`src/rtl/obi_wb_arbiter_bridge_if.sv`:
```
// Bundle of the OBI-style port signals and the Wishbone master port.
// slave = bridge side, master = cores plus bus side.
interface obi_wb_arbiter_bridge_if #(
  parameter int NUM_PORTS  = 2,
  parameter int ADDR_WIDTH = 32,
  parameter int DATA_WIDTH = 32
);
  localparam int SEL_W = DATA_WIDTH / 8;

  logic [NUM_PORTS-1:0]            req_i;
  logic [NUM_PORTS-1:0]            gnt_o;
  logic [NUM_PORTS-1:0]            we_i;
  logic [NUM_PORTS*SEL_W-1:0]      be_i;
  logic [NUM_PORTS*ADDR_WIDTH-1:0] addr_i;
  logic [NUM_PORTS*DATA_WIDTH-1:0] wdata_i;
  logic [NUM_PORTS-1:0]            rvalid_o;
  logic [NUM_PORTS-1:0]            rready_i;
  logic [NUM_PORTS*DATA_WIDTH-1:0] rdata_o;
  logic [NUM_PORTS-1:0]            err_o;
  logic                            wb_cyc_o;
  logic                            wb_stb_o;
  logic                            wb_we_o;
  logic [ADDR_WIDTH-1:0]           wb_adr_o;
  logic [SEL_W-1:0]                wb_sel_o;
  logic [DATA_WIDTH-1:0]           wb_dat_o;
  logic [DATA_WIDTH-1:0]           wb_dat_i;
  logic                            wb_ack_i;
  logic                            wb_err_i;
  logic                            busy_o;

  modport slave (
    input  req_i, we_i, be_i, addr_i, wdata_i, rready_i,
    input  wb_dat_i, wb_ack_i, wb_err_i,
    output gnt_o, rvalid_o, rdata_o, err_o,
    output wb_cyc_o, wb_stb_o, wb_we_o,
    output wb_adr_o, wb_sel_o, wb_dat_o, busy_o
  );

  modport master (
    output req_i, we_i, be_i, addr_i, wdata_i, rready_i,
    output wb_dat_i, wb_ack_i, wb_err_i,
    input  gnt_o, rvalid_o, rdata_o, err_o,
    input  wb_cyc_o, wb_stb_o, wb_we_o,
    input  wb_adr_o, wb_sel_o, wb_dat_o, busy_o
  );
endinterface

```
`src/rtl/obi_wb_arbiter_bridge.sv`:
```
// Round-robin bridge from NUM_PORTS OBI-style masters to one Wishbone master.
// Optional bus watchdog: define BRIDGE_TIMEOUT_EN.
module obi_wb_arbiter_bridge #(
  parameter int NUM_PORTS      = 2,
  parameter int ADDR_WIDTH     = 32,
  parameter int DATA_WIDTH     = 32,
  parameter int RSP_DEPTH      = 2,
  parameter int TIMEOUT_CYCLES = 255
) (
  input logic                  clk,
  input logic                  rst_n,
  obi_wb_arbiter_bridge_if.slave bus
);
  localparam int SEL_W = DATA_WIDTH / 8;
  localparam int PW    = (NUM_PORTS > 1) ? $clog2(NUM_PORTS) : 1;
  localparam int FW    = (RSP_DEPTH > 1) ? $clog2(RSP_DEPTH) : 1;
  localparam int CW    = $clog2(RSP_DEPTH + 1);
  localparam int EW    = DATA_WIDTH + 1;

  typedef enum logic {S_IDLE, S_BUS} state_t;

  state_t                r_state;
  logic [PW-1:0]         r_ptr;
  logic [PW-1:0]         r_port;
  logic                  r_we;
  logic [SEL_W-1:0]      r_sel;
  logic [ADDR_WIDTH-1:0] r_adr;
  logic [DATA_WIDTH-1:0] r_dat;

  logic [EW-1:0] r_mem [NUM_PORTS][RSP_DEPTH];
  logic [FW-1:0] r_wp  [NUM_PORTS];
  logic [FW-1:0] r_rp  [NUM_PORTS];
  logic [CW-1:0] r_cnt [NUM_PORTS];

  logic [NUM_PORTS-1:0] w_elig;
  logic [NUM_PORTS-1:0] w_gnt;
  logic [NUM_PORTS-1:0] w_push;
  logic [NUM_PORTS-1:0] w_pop;
  logic [NUM_PORTS-1:0] w_rvalid;
  logic [PW-1:0]        w_win;
  logic [PW-1:0]        w_idx;
  logic                 w_found;
  logic                 w_tmo;
  logic                 w_term;
  logic                 w_err;
  logic [EW-1:0]        w_rsp;

  function automatic logic [FW-1:0] f_inc(input logic [FW-1:0] v);
    return (v == FW'(RSP_DEPTH - 1)) ? '0 : v + 1'b1;
  endfunction

`ifdef BRIDGE_TIMEOUT_EN
  localparam int TW0 = $clog2(TIMEOUT_CYCLES + 1);
  localparam int TW  = (TW0 < 8) ? 8 : ((TW0 > 32) ? 32 : TW0);

  logic [TW-1:0] r_tmo;

  assign w_tmo = (r_state == S_BUS) &&
                 (r_tmo == TW'(TIMEOUT_CYCLES - 1));

  // Watchdog: counts BUS cycles, held at zero in IDLE.
  always_ff @(posedge clk) begin
    if (!rst_n) begin
      r_tmo <= '0;
    end else if (r_state == S_IDLE) begin
      r_tmo <= '0;
    end else begin
      r_tmo <= r_tmo + 1'b1;
    end
  end
`else
  localparam int unused_tmo = TIMEOUT_CYCLES;

  assign w_tmo = 1'b0;
`endif

  // Termination and the response word pushed for it.
  always_comb begin
    w_term = bus.wb_ack_i | bus.wb_err_i | w_tmo;
    w_err  = bus.wb_err_i | (w_tmo & ~bus.wb_ack_i);
    w_rsp  = {w_err, (r_we || w_err) ? '0 : bus.wb_dat_i};
  end

  // Per-port eligibility, push, pop and valid.
  always_comb begin
    for (int p = 0; p < NUM_PORTS; p++) begin
      w_elig[p]   = bus.req_i[p] && (r_cnt[p] < CW'(RSP_DEPTH));
      w_rvalid[p] = (r_cnt[p] != '0);
      w_pop[p]    = w_rvalid[p] && bus.rready_i[p];
      w_push[p]   = (r_state == S_BUS) && w_term &&
                    (r_port == PW'(p));
    end
  end

  // Round-robin pick: first eligible port after the pointer.
  always_comb begin
    w_found = 1'b0;
    w_win   = '0;
    w_idx   = '0;
    for (int i = 1; i <= NUM_PORTS; i++) begin
      w_idx = PW'((int'(r_ptr) + i) % NUM_PORTS);
      if (!w_found && w_elig[w_idx]) begin
        w_found = 1'b1;
        w_win   = w_idx;
      end
    end
  end

  // One-hot grant, only offered in IDLE.
  always_comb begin
    w_gnt = '0;
    if (r_state == S_IDLE && w_found) begin
      w_gnt[w_win] = 1'b1;
    end
  end

  // Arbitration / bus FSM with latched request.
  always_ff @(posedge clk) begin
    if (!rst_n) begin
      r_state <= S_IDLE;
      r_ptr   <= PW'(NUM_PORTS - 1);
      r_port  <= '0;
      r_we    <= 1'b0;
      r_sel   <= '0;
      r_adr   <= '0;
      r_dat   <= '0;
    end else begin
      unique case (r_state)
        S_IDLE: begin
          if (w_found) begin
            r_state <= S_BUS;
            r_ptr   <= w_win;
            r_port  <= w_win;
            r_we    <= bus.we_i[w_win];
            r_sel   <= bus.be_i[w_win*SEL_W +: SEL_W];
            r_adr   <= bus.addr_i[w_win*ADDR_WIDTH +: ADDR_WIDTH];
            r_dat   <= bus.wdata_i[w_win*DATA_WIDTH +: DATA_WIDTH];
          end
        end
        S_BUS: begin
          if (w_term) begin
            r_state <= S_IDLE;
          end
        end
        default: r_state <= S_IDLE;
      endcase
    end
  end

  // Response FIFO pointers and occupancy.
  always_ff @(posedge clk) begin
    if (!rst_n) begin
      for (int p = 0; p < NUM_PORTS; p++) begin
        r_wp[p]  <= '0;
        r_rp[p]  <= '0;
        r_cnt[p] <= '0;
      end
    end else begin
      for (int p = 0; p < NUM_PORTS; p++) begin
        if (w_push[p]) r_wp[p] <= f_inc(r_wp[p]);
        if (w_pop[p])  r_rp[p] <= f_inc(r_rp[p]);
        if (w_push[p] && !w_pop[p]) begin
          r_cnt[p] <= r_cnt[p] + 1'b1;
        end else if (!w_push[p] && w_pop[p]) begin
          r_cnt[p] <= r_cnt[p] - 1'b1;
        end
      end
    end
  end

  // Response FIFO storage; contents are masked while empty.
  always_ff @(posedge clk) begin
    for (int p = 0; p < NUM_PORTS; p++) begin
      if (w_push[p]) r_mem[p][r_wp[p]] <= w_rsp;
    end
  end

  // Head-of-FIFO response outputs, zero when empty.
  always_comb begin
    bus.rdata_o = '0;
    bus.err_o   = '0;
    for (int p = 0; p < NUM_PORTS; p++) begin
      if (w_rvalid[p]) begin
        bus.rdata_o[p*DATA_WIDTH +: DATA_WIDTH] =
          r_mem[p][r_rp[p]][DATA_WIDTH-1:0];
        bus.err_o[p] = r_mem[p][r_rp[p]][DATA_WIDTH];
      end
    end
  end

  assign bus.gnt_o    = w_gnt;
  assign bus.rvalid_o = w_rvalid;
  assign bus.wb_cyc_o = (r_state == S_BUS);
  assign bus.wb_stb_o = (r_state == S_BUS);
  assign bus.busy_o   = (r_state == S_BUS);
  assign bus.wb_we_o  = r_we;
  assign bus.wb_adr_o = r_adr;
  assign bus.wb_sel_o = r_sel;
  assign bus.wb_dat_o = r_dat;

endmodule

```
`src/flat_wrapper.sv`:
```
// flat-port wrapper written by rule: the top's interface ports become plain ports
module obi_wb_arbiter_bridge_flat 
#(
  parameter int NUM_PORTS      = 2,
  parameter int ADDR_WIDTH     = 32,
  parameter int DATA_WIDTH     = 32,
  parameter int RSP_DEPTH      = 2,
  parameter int TIMEOUT_CYCLES = 255
)
  (clk, rst_n, bus_req_i, bus_we_i, bus_be_i, bus_addr_i, bus_wdata_i, bus_rready_i, bus_wb_dat_i, bus_wb_ack_i, bus_wb_err_i, bus_gnt_o, bus_rvalid_o, bus_rdata_o, bus_err_o, bus_wb_cyc_o, bus_wb_stb_o, bus_wb_we_o, bus_wb_adr_o, bus_wb_sel_o, bus_wb_dat_o, bus_busy_o);
  obi_wb_arbiter_bridge_if #(.NUM_PORTS(NUM_PORTS), .ADDR_WIDTH(ADDR_WIDTH), .DATA_WIDTH(DATA_WIDTH)) bus_i ();
  input logic clk;
  input logic rst_n;
  input wire logic [$bits(bus_i.req_i)-1:0] bus_req_i;
  input wire logic [$bits(bus_i.we_i)-1:0] bus_we_i;
  input wire logic [$bits(bus_i.be_i)-1:0] bus_be_i;
  input wire logic [$bits(bus_i.addr_i)-1:0] bus_addr_i;
  input wire logic [$bits(bus_i.wdata_i)-1:0] bus_wdata_i;
  input wire logic [$bits(bus_i.rready_i)-1:0] bus_rready_i;
  input wire logic [$bits(bus_i.wb_dat_i)-1:0] bus_wb_dat_i;
  input wire logic [$bits(bus_i.wb_ack_i)-1:0] bus_wb_ack_i;
  input wire logic [$bits(bus_i.wb_err_i)-1:0] bus_wb_err_i;
  output wire logic [$bits(bus_i.gnt_o)-1:0] bus_gnt_o;
  output wire logic [$bits(bus_i.rvalid_o)-1:0] bus_rvalid_o;
  output wire logic [$bits(bus_i.rdata_o)-1:0] bus_rdata_o;
  output wire logic [$bits(bus_i.err_o)-1:0] bus_err_o;
  output wire logic [$bits(bus_i.wb_cyc_o)-1:0] bus_wb_cyc_o;
  output wire logic [$bits(bus_i.wb_stb_o)-1:0] bus_wb_stb_o;
  output wire logic [$bits(bus_i.wb_we_o)-1:0] bus_wb_we_o;
  output wire logic [$bits(bus_i.wb_adr_o)-1:0] bus_wb_adr_o;
  output wire logic [$bits(bus_i.wb_sel_o)-1:0] bus_wb_sel_o;
  output wire logic [$bits(bus_i.wb_dat_o)-1:0] bus_wb_dat_o;
  output wire logic [$bits(bus_i.busy_o)-1:0] bus_busy_o;
  assign bus_i.req_i = bus_req_i;
  assign bus_i.we_i = bus_we_i;
  assign bus_i.be_i = bus_be_i;
  assign bus_i.addr_i = bus_addr_i;
  assign bus_i.wdata_i = bus_wdata_i;
  assign bus_i.rready_i = bus_rready_i;
  assign bus_i.wb_dat_i = bus_wb_dat_i;
  assign bus_i.wb_ack_i = bus_wb_ack_i;
  assign bus_i.wb_err_i = bus_wb_err_i;
  assign bus_gnt_o = bus_i.gnt_o;
  assign bus_rvalid_o = bus_i.rvalid_o;
  assign bus_rdata_o = bus_i.rdata_o;
  assign bus_err_o = bus_i.err_o;
  assign bus_wb_cyc_o = bus_i.wb_cyc_o;
  assign bus_wb_stb_o = bus_i.wb_stb_o;
  assign bus_wb_we_o = bus_i.wb_we_o;
  assign bus_wb_adr_o = bus_i.wb_adr_o;
  assign bus_wb_sel_o = bus_i.wb_sel_o;
  assign bus_wb_dat_o = bus_i.wb_dat_o;
  assign bus_busy_o = bus_i.busy_o;
  obi_wb_arbiter_bridge #(.NUM_PORTS(NUM_PORTS), .ADDR_WIDTH(ADDR_WIDTH), .DATA_WIDTH(DATA_WIDTH), .RSP_DEPTH(RSP_DEPTH), .TIMEOUT_CYCLES(TIMEOUT_CYCLES)) u_core (.clk(clk), .rst_n(rst_n), .bus(bus_i));
endmodule
```
`config.mk`:
```
export PLATFORM = sky130hd
export DESIGN_NAME = obi_wb_arbiter_bridge_flat
export DESIGN_NICKNAME = d
export VERILOG_FILES = /design/src/rtl/obi_wb_arbiter_bridge_if.sv /design/src/rtl/obi_wb_arbiter_bridge.sv /design/src/flat_wrapper.sv
export SDC_FILE = /design/constraint.sdc
export NUM_CORES = 1
export LEC_CHECK = 0
export CORE_MARGIN = 2
export CORE_UTILIZATION = 48
export DETAILED_ROUTE_END_ITERATION = 16
export PLACE_DENSITY = 0.88
export RECOVER_POWER = 50
export SLEW_MARGIN = 20
export SYNTH_ARGS = -nofsm -noshare
export SYNTH_HDL_FRONTEND = slang
export SYNTH_SLANG_ARGS = --single-unit
export TNS_END_PERCENT = 50
```
`constraint.sdc`:
```
create_clock -name clk -period 6.7 [get_ports clk]
set_input_delay 2.01 -clock clk [delete_from_list [all_inputs] [get_ports clk]]
set_output_delay 2.01 -clock clk [all_outputs]
set_load 0.005 [all_outputs]
```
==> metrics.yaml, run 1 <==
wl_per_cell_um: 20.6
seq_power_share_pct: 43.7
via_per_inst: 5.52
ctsHoldBuffers: 0
place_congestion: 0.816
timing.rr.start: "u_core.bus.busy_o"
ctsHtreeMaxLevel: 1
seq_area_sq_um: 5650
powerDensity_nw_per_um2: 291
stdcell_area_sq_um: 12500
cts_root_buf: "clkbuf_16"
synth_area_sq_um: 8490
ys_types: 35
power.internal_mw: 2.70
finClkSkew_ns: 0.0123
fin_crit_ns: 5.73
status: "complete, but fails checks"
post-cts-setup-buffer-count: 0
avgSynthCellArea_sq_um: 13.4
cts_tree: "done"
final_nets: 1112
insertion_delay_ns: 0.50
holdPathEnd: "u_core.bus.wb_adr_o[7]"
overflow: 0
syn-num-nets: 810
synth_seq_area_share_pct: 66.5
io_pins: 320
cts_max_path_buffers: 3
post-route-util_pct: 72.4
violations: "max-capacitance violations, max-slew violations"
worstPathMaxFanout: 81
area_growth_pct: 47.5
dieArea_sq_um: 18800
fin_crit_sh_pct: 85.5
die_h_um: 137
slew_viol_final: 116
worstSetupPathType: "primary input to flip-flop"
critical_path.top_delay_family: "buffers and inverters"
io_buffers: 319
crit_buf_inv: 4
track_usage_pct: 24.8
grt_pass1_wl_um: 35200
drt-total-wl_um: 24200
holdPathStages: 2
r2r-end: "u_core.r_mem[0][63]"
fillers: 1160
startpoint_type: "primary input"
comb_power_share_pct: 25.0
dpl-instance-area_sq_um: 11800
cp_data_arrival_time_ns: 6.16
cts_buffers: 21
hold_violations: 0
hold_class: "flip-flop to flip-flop"
hold_ws_ns: 0.576
crit_required_ns: 7.14
vdd_drop_max_mv: 0.161
setup_tns_ns: 0
antenna_found_initial: 2
stdcell_count: 1175
die_w_um: 137
finalSetupViolations: 0
dr.first_iter.drc_count: 483
swShare_pct: 26.0
syn_inst: 631
multiInputGateArea_sq_um: 2620
crit_chain: "buf_2 > clkbuf_1 > inv_1 > nor3_4 > buf_4 > a221o_1"
start_util_pct: 49.1
leakage_nw: 4.96
drive_gt1_share_pct: 5.49
rows: 48
via_count: 6484
ant_nets: 0
cap_viol_max_count: 2
max_stage_delay_ns: 2.13
p_sw_mw: 0.949
grt_pass1_vias: 6369
regToRegSetupSlack_ns: 3.56
clock-sinks: 212
clock.fmax_ghz: 0.175
post-route-drc-count: 0
placed_cells_incl_taps: 1134
grt_max_degree: 82
cp-end-kind: "flip-flop"
worstMarginPinSlew_ns: 3.05
max_slew_margin_pct: -103
hold_start: "u_core.bus.wb_adr_o[7]"
slowest_stage: "clkbuf_1"
coreArea_sq_um: 17300
synth_seq_cells: 212
clkTransAtPathRegs_ns: 0.06
ys_warn_count: 0
r2r_cells: 3
ctsResizeCount: 0
dpl.hpwl_um: 15800
rsz0062_at_grt: "no"
first_pass_iters: 5
p_clk_share_pct: 31.3
## worst reg2reg max path: stages (launching register included)
cell and delay [ns]:
dfxtp_1 0.53, o21ai_0 0.42, nor3_2 0.20, clkbuf_1 1.52
## logic make-up (layout without fill, tap and decap cells)
group,count (synthesis),count (layout),share of synthesized area (%)
flops,212,212,66.5
simple gates,203,203,12.4
compound gates,88,88,9.73
mux,66,66,7.78
buf+inv,58,375,3.07
xor+xnor,3,3,0.310
fa+ha+maj,1,1,0.147
other cells,0,2,0
## final cells by class
class	instances	area share, %
timing repair buffer	331	26.2
clock buffer	27	4.46
multi-input combinational	361	20.9
tap	225	2.25
antenna	2	0.0400
sequential	212	45.1
inverter	6	0.180
clock inverter	11	0.889
## how the worst max path moves through the flow
stage / from / to / slack, ns / cells after the start
floorplan: bus_wb_err_i / u_core.r_mem[0][33] / 1.74 / 2
global placement: bus_req_i[0] / bus_gnt_o[0] / 1.10 / 5
detailed placement: bus_req_i[0] / bus_gnt_o[0] / 1.09 / 5
CTS: bus_req_i[0] / bus_gnt_o[0] / 1.08 / 5
global route: rst_n / u_core.bus.wb_dat_o[11] / 0.70 / 6
finish: rst_n / u_core.bus.wb_dat_o[11] / 0.97 / 6
## per-layer routing
metal / track usage [%] / routed length, um / vias up
met4: 10.4 / 808 / 0
met5: 0 / 0 / -
met2: 43.3 / 12200 / 334
li1: - / - / 3002
met3: 7.48 / 2300 / 54
met1: 28.1 / 8870 / 3094
## state kept, by name, indices dropped and copies added (netlist names)
| register | flops |
|---|---|
| u_core.r_mem | 132 |
| u_core.bus.wb_adr_o | 32 |
| u_core.bus.wb_dat_o | 32 |
| u_core.bus.wb_sel_o | 4 |
| u_core.r_cnt | 4 |
| u_core.r_rp | 2 |
| u_core.r_wp | 2 |
| u_core.bus.busy_o | 1 |
| u_core.bus.wb_we_o | 1 |
| u_core.r_port | 1 |
| u_core.r_ptr | 1 |
## through the flow
stage / power, mW / setup WS [ns]
finish: 3.65 / 0.973
global route: 3.79 / 0.704
CTS: 3.70 / 1.08
detailed placement: 2.55 / 1.09
global placement: 2.53 / 1.10
floorplan: 1.99 / 1.74
## power by group through the flow
| stage | registers (mW) | clock network [mW] | logic [mW] |
|---|---|---|---|
| 2_1_floorplan | 1.60 | 0 | 0.386 |
| 3_3_place_gp | 1.62 | 0 | 0.912 |
| 3_5_place_dp | 1.62 | 0 | 0.927 |
| 4_1_cts | 1.60 | 1.16 | 0.935 |
| 5_1_grt | 1.61 | 1.21 | 0.976 |
| 6_report | 1.59 | 1.14 | 0.911 |
## synth_stat cells
| library cell | n | area [sq um] |
|---|---|---|
| o21bai_2 | 1 | 11.3 |
| o311ai_0 | 1 | 8.76 |
| o32a_1 | 1 | 10.0 |
| nor3_2 | 1 | 10.0 |
| o211ai_1 | 1 | 7.51 |
| nor2_1 | 79 | 297 |
| a21oi_1 | 4 | 20.0 |
| buf_4 | 3 | 22.5 |
| nor2b_4 | 1 | 13.8 |
| buf_2 | 13 | 65.1 |
| a211oi_2 | 1 | 12.5 |
| dfxtp_1 | 72 | 1440 |
| nor3_1 | 3 | 15.0 |
| o21ai_1 | 2 | 10.0 |
| a221oi_1 | 1 | 8.76 |
| o21ai_0 | 4 | 20.0 |
| inv_1 | 6 | 22.5 |
| ha_1 | 1 | 12.5 |
| mux2i_1 | 66 | 661 |
| and2_1 | 34 | 213 |
| xor2_1 | 1 | 8.76 |
| nand3_1 | 1 | 5.00 |
| a221o_1 | 69 | 691 |
| and3_1 | 69 | 432 |
| xnor2_1 | 2 | 17.5 |
| a2111oi_0 | 1 | 8.76 |
| nand2_1 | 9 | 33.8 |
| nand2b_1 | 3 | 18.8 |
| o311a_1 | 1 | 10.0 |
| nor2b_1 | 2 | 12.5 |
| edfxtp_1 | 140 | 4200 |
| clkbuf_1 | 34 | 128 |
| buf_6 | 2 | 22.5 |
| a21o_1 | 1 | 7.51 |
| or2_2 | 1 | 6.26 |
## cell usage in the layout (no fill, tap or decap), drive strengths merged, types with 2 or more instances in the layout
master,instances
clkdlybuf4s50,248
edfxtp,140
nor2,79
dfxtp,72
dlygate4sd3,70
and3,69
a221o,69
mux2i,66
and2,34
clkbuf,30
buf,10
nand2,9
inv,7
o21ai,6
clkinv,6
a21oi,4
nor3,4
nand2b,3
nor2b,3
diode,2
xnor2,2
bufinv,2
clkinvlp,2
Power figures use the tool's default switching activity.
==> inputs of run 2 (changes only) <==
- GPL_TIMING_DRIVEN: default -> 0
==> run 2 against run 1 <==
The run now ends clean. Sequential power hardly changed. First-iteration DRC count decreased by 21%. Via count grew 4.1%. Core utilization is 1.6 points higher. Non-clock buffer count rose by 46. Highest routed layer is now met5.
==> metrics.yaml, run 2 (same netlist as run 1, synthesis figures left out) <==
final_common_cell: "clkdlybuf4s50_1"
status: "finished, final reports clean"
finalSetupViolations: 0
post-cts-setup-buffer-count: 0
max_stage_delay_ns: 0.62
antenna_found_initial: 2
r2r-end: "u_core.bus.wb_dat_o[23]"
via_count: 6747
startpoint_type: "primary input"
mostFrequentLayoutCells: "clkdlybuf4s50_1 (247), edfxtp_1 (140), nor2_1 (78), dfxtp_1 (72), dlygate4sd3_1 (71)"
io_buffers: 318
dieArea_sq_um: 18800
die_h_um: 137
cts_tree: "done"
overflow: 0
hold_start: "u_core.r_ptr"
drt-total-wl_um: 25800
place_congestion: 0.882
rows: 48
dpl.hpwl_um: 18800
cts_buffers: 21
hold_ws_ns: 0.552
clock.fmax_ghz: 0.173
clock-sinks: 212
hold_class: "flip-flop to flip-flop"
ctsHoldBuffers: 0
first_pass_iters: 5
grt_pass1_wl_um: 38200
finClkSkew_ns: 0.0224
leakage_nw: 5.10
stdcell_count: 1220
cts_root_buf: "clkbuf_16"
cap_viol_max_count: 0
start_util_pct: 49.1
dr.first_iter.drc_count: 383
rsz0062_at_grt: "no"
track_usage_pct: 27.0
crit_chain: "dlygate4sd3_1 > nor2b_1 > a211oi_1 > clkdlybuf4s50_1"
cp-end-kind: "primary output"
area_growth_pct: 50.7
ctsHtreeMaxLevel: 1
slowest_stage: "clkdlybuf4s50_1"
hold_violations: 0
die_w_um: 137
final_nets: 1158
grt_pass1_vias: 6908
max_slew_margin_pct: 20.4
fin_crit_ns: 5.80
holdPathStages: 2
regToRegSetupSlack_ns: 3.95
placed_cells_incl_taps: 1181
grt_max_degree: 27
r2r_cells: 6
timing.rr.start: "u_core.r_cnt[0][1]"
cts_max_path_buffers: 3
ant_nets: 0
dpl-instance-area_sq_um: 12100
fin_crit_sh_pct: 86.5
io_pins: 320
wl_per_cell_um: 21.2
powerDensity_nw_per_um2: 296
post-route-drc-count: 0
ctsResizeCount: 0
fillers: 1101
slew_viol_final: 0
stdcell_area_sq_um: 12800
worstSetupPathType: "primary input to primary output"
largest_reg_flops: 132
insertion_delay_ns: 0.50
worstMarginPinSlew_ns: 1.19
worstPathMaxFanout: 4
clkTransAtPathRegs_ns: 0.06
crit_required_ns: 4.69
drive_gt1_share_pct: 6.14
vdd_drop_max_mv: 0.252
post-route-util_pct: 74.0
cp_data_arrival_time_ns: 3.79
holdPathEnd: "u_core.r_ptr"
via_per_inst: 5.53
coreArea_sq_um: 17300
run 2: changes by cell type in the layout (fill, tap and decap cells not counted), moves of 3 or more:
cell and change:
buf_4 -5, buf_2 +12, nor2_1 +3, bufinv_16 +3, buf_6 +5, clkinv_2 -3, clkbuf_1 +30, clkinvlp_2 +3
run 2: metal layers:
| metal | vias up | wire [um] | global-route usage (%) |
|---|---|---|---|
| li1 | 3096 | - | - |
| met1 | 3238 | 9440 | 32.1 |
| met2 | 367 | 13300 | 48.3 |
| met3 | 44 | 2280 | 5.74 |
| met4 | 2 | 768 | 9.28 |
| met5 | - | 13 | 0 |
run 2: report_power, final:
part / total (mW) / internal [mW] / switching (mW)
sequential: 1.58 / 1.52 / 0.0555
combinational: 0.961 / 0.520 / 0.441
clock: 1.25 / 0.770 / 0.479
total: 3.79 / 2.81 / 0.975
run 2: critical path: cells and delay by family:
| family | cells | cell delay [ns] |
|---|---|---|
| simple gates | 1 | 0.19 |
| buf+inv | 2 | 1.14 |
| compound gates | 1 | 0.44 |
run 2: metrics by stage:
step | total power, mW | setup TNS, ns | worst slack, ns
6_report | 3.79 | 0 | 0.903
5_1_grt | 3.93 | 0 | 0.784
4_1_cts | 3.83 | 0 | 1.19
3_5_place_dp | 2.59 | 0 | 1.20
3_3_place_gp | 2.56 | -21.17 | -0.644
2_1_floorplan | 1.99 | 0 | 1.74
run 2: worst max path at each step:
stage | from | end | cells past startpoint
after global placement | bus_wb_err_i | u_core.r_mem[0][60] | 3
after CTS | bus_req_i[0] | bus_gnt_o[0] | 5
final | bus_req_i[0] | bus_gnt_o[1] | 4
after global routing | bus_req_i[0] | bus_gnt_o[1] | 4
after floorplan | bus_wb_err_i | u_core.r_mem[0][33] | 2
after detailed placement | bus_req_i[0] | bus_gnt_o[0] | 5
run 2: layout make-up:
cell class | instances | area [sq um] | area share, %
Antenna cell | 1 | 2.50 | 0.0196
Timing Repair Buffer | 325 | 3290 | 25.7
Sequential cell | 212 | 5650 | 44.1
Clock inverter | 14 | 203 | 1.58
Inverter | 6 | 22.5 | 0.176
Buffer | 52 | 234 | 1.83
Multi-Input combinational cell | 361 | 2580 | 20.1
Clock buffer | 24 | 537 | 4.20
Tap cell | 225 | 282 | 2.20
==> inputs of run 3 (changes only) <==
- SLEW_MARGIN: 20 -> default
==> run 3 against run 2 <==
The flow now finishes with violations (max-capacitance violations, max-slew violations). Final cell count decreased by 0.16%. Combinational power is 0.7% lower. Count of clock-buffer cells in the layout shrank 1. Power shrank 1.4%. Register-to-register slack got worse by 0.43 ns. Worst setup slack improved by 0.023 ns. Global-route usage fell by 0.052 points. Core utilization fell by 0.42 points. First-iteration DRC count increased by 32%. Critical endpoint is now bus_gnt_o[0]. Largest power group unchanged. Highest routed layer is now met4.
==> metrics.yaml, run 3 (same netlist as run 1, synthesis figures left out) <==
post-cts-setup-buffer-count: 0
status: "complete, but fails checks"
clock.fmax_ghz: 0.173
p_sw_mw: 0.981
worstMarginPinSlew_ns: 1.72
worstPathMaxFanout: 4
dpl-instance-area_sq_um: 12100
cts_root_buf: "clkbuf_16"
hold_ws_ns: 0.561
hold_class: "flip-flop to flip-flop"
ctsResizeCount: 0
io_pins: 320
startpoint_type: "primary input"
fin_crit_ns: 5.77
drt-total-wl_um: 25700
finClkSkew_ns: 0.0219
leakage_nw: 5.08
powerDensity_nw_per_um2: 294
multiInputGateArea_sq_um: 2570
dieArea_sq_um: 18800
cp-end-kind: "primary output"
vdd_drop_max_mv: 0.209
post-route-drc-count: 0
max_slew_margin_pct: -14.3
comb_power_share_pct: 25.5
ctsHtreeMaxLevel: 1
coreArea_sq_um: 17300
worst_slack_ns: 0.926
finalSetupViolations: 0
area_growth_pct: 49.9
cts_buffers: 22
via_count: 6748
via_per_inst: 5.54
final_common_cell: "clkdlybuf4s50_1"
grt_max_degree: 34
fin_crit_sh_pct: 86.2
cts_tree: "done"
mostFrequentLayoutCells: "clkdlybuf4s50_1 (247), edfxtp_1 (140), nor2_1 (79), dfxtp_1 (72), dlygate4sd3_1 (71)"
crit_required_ns: 4.69
grt_pass1_vias: 6969
p_clk_share_pct: 32.2
die_w_um: 137
seq_area_sq_um: 5650
regToRegSetupSlack_ns: 3.52
worstSetupPathType: "primary input to primary output"
clkTransAtPathRegs_ns: 0.06
cts_max_path_buffers: 3
slowest_stage: "clkdlybuf4s50_1"
clock-sinks: 212
final_nets: 1157
dpl.hpwl_um: 18600
overflow: 0
dp_worst_setup_slack_ns: 1.21
ant_nets: 0
swShare_pct: 26.2
ctsHoldBuffers: 0
rsz0062_at_grt: "no"
wl_per_cell_um: 21.1
insertion_delay_ns: 0.51
crit_chain: "dlygate4sd3_1 > nor2b_1 > nand2b_1 > nor2_1 > clkdlybuf4s50_1"
dr.first_iter.drc_count: 506
power.internal_mw: 2.76
start_util_pct: 49.1
drive_gt1_share_pct: 5.95
die_h_um: 137
place_congestion: 0.882
largest_reg_flops: 132
grt_pass1_wl_um: 38100
cap_viol_max_count: 1
post-route-util_pct: 73.5
antenna_found_initial: 1
violations: "max-capacitance violations, max-slew violations"
track_usage_pct: 26.9
rows: 48
io_buffers: 318
seq_power_share_pct: 42.3
first_pass_iters: 5
fillers: 1106
p_total_mw: 3.74
hold_violations: 0
stdcell_area_sq_um: 12700
cp_data_arrival_time_ns: 3.76
max_stage_delay_ns: 0.55
slew_viol_final: 28
[run 3: changes by cell type in the layout (fill, tap and decap cells not counted), sizes merged]
cell      before  now
buf           24   21
bufinv         5    3
clkinvlp       4    3
clkinv         4    9
inv            7    6
[run 3: critical path: cells and delay by family]
family	cells	cell delay, ns
buffers and inverters	2	1.07
AND/OR/NAND/NOR	3	0.68
[run 3: power groups by stage]
| stage | sequential, mW | combinational [mW] | clock [mW] |
|---|---|---|---|
| 2_1_floorplan | 1.60 | 0.386 | 0 |
| 3_3_place_gp | 1.60 | 0.954 | 0 |
| 3_5_place_dp | 1.60 | 0.979 | 0 |
| 4_1_cts | 1.58 | 0.986 | 1.22 |
| 5_1_grt | 1.59 | 1.02 | 1.26 |
| 6_report | 1.58 | 0.954 | 1.20 |
[run 3: through the flow]
step	setup TNS [ns]	cells
after floorplan	0	631
after global placement	-21.17	1174
after detailed placement	0	1179
after CTS	0	1217
after global routing	0	1218
final	0	1218
[run 3: routing by layer]
metal | global-route usage (%) | up-vias | part of all wire (%)
met2 | 47.3 | 348 | 51
met1 | 30.9 | 3236 | 36
met5 | 0 | - | 0
met4 | 12.5 | 0 | 4.3
met3 | 6.48 | 69 | 8.7
li1 | - | 3095 | -
[run 3: cell type report]
class,count,area share [%]
plain buffers,52,1.84
inverters,6,0.177
multi-input cells,361,20.2
well taps,225,2.21
diodes,1,0.0197
flip-flops and latches,212,44.4
clock inverters,15,1.27
repair buffers,323,25.5
clock buffers,23,4.36
[run 3: path summary, 6_finish.rpt]
path	from	end	depth (start not counted)
setup / recovery	bus_req_i[0]	bus_gnt_o[0]	5
hold / removal	u_core.r_ptr	u_core.r_ptr	2
hold reg to reg	u_core.r_ptr	u_core.r_ptr	2
setup reg to reg	u_core.bus.busy_o	u_core.r_mem[0][110]	3
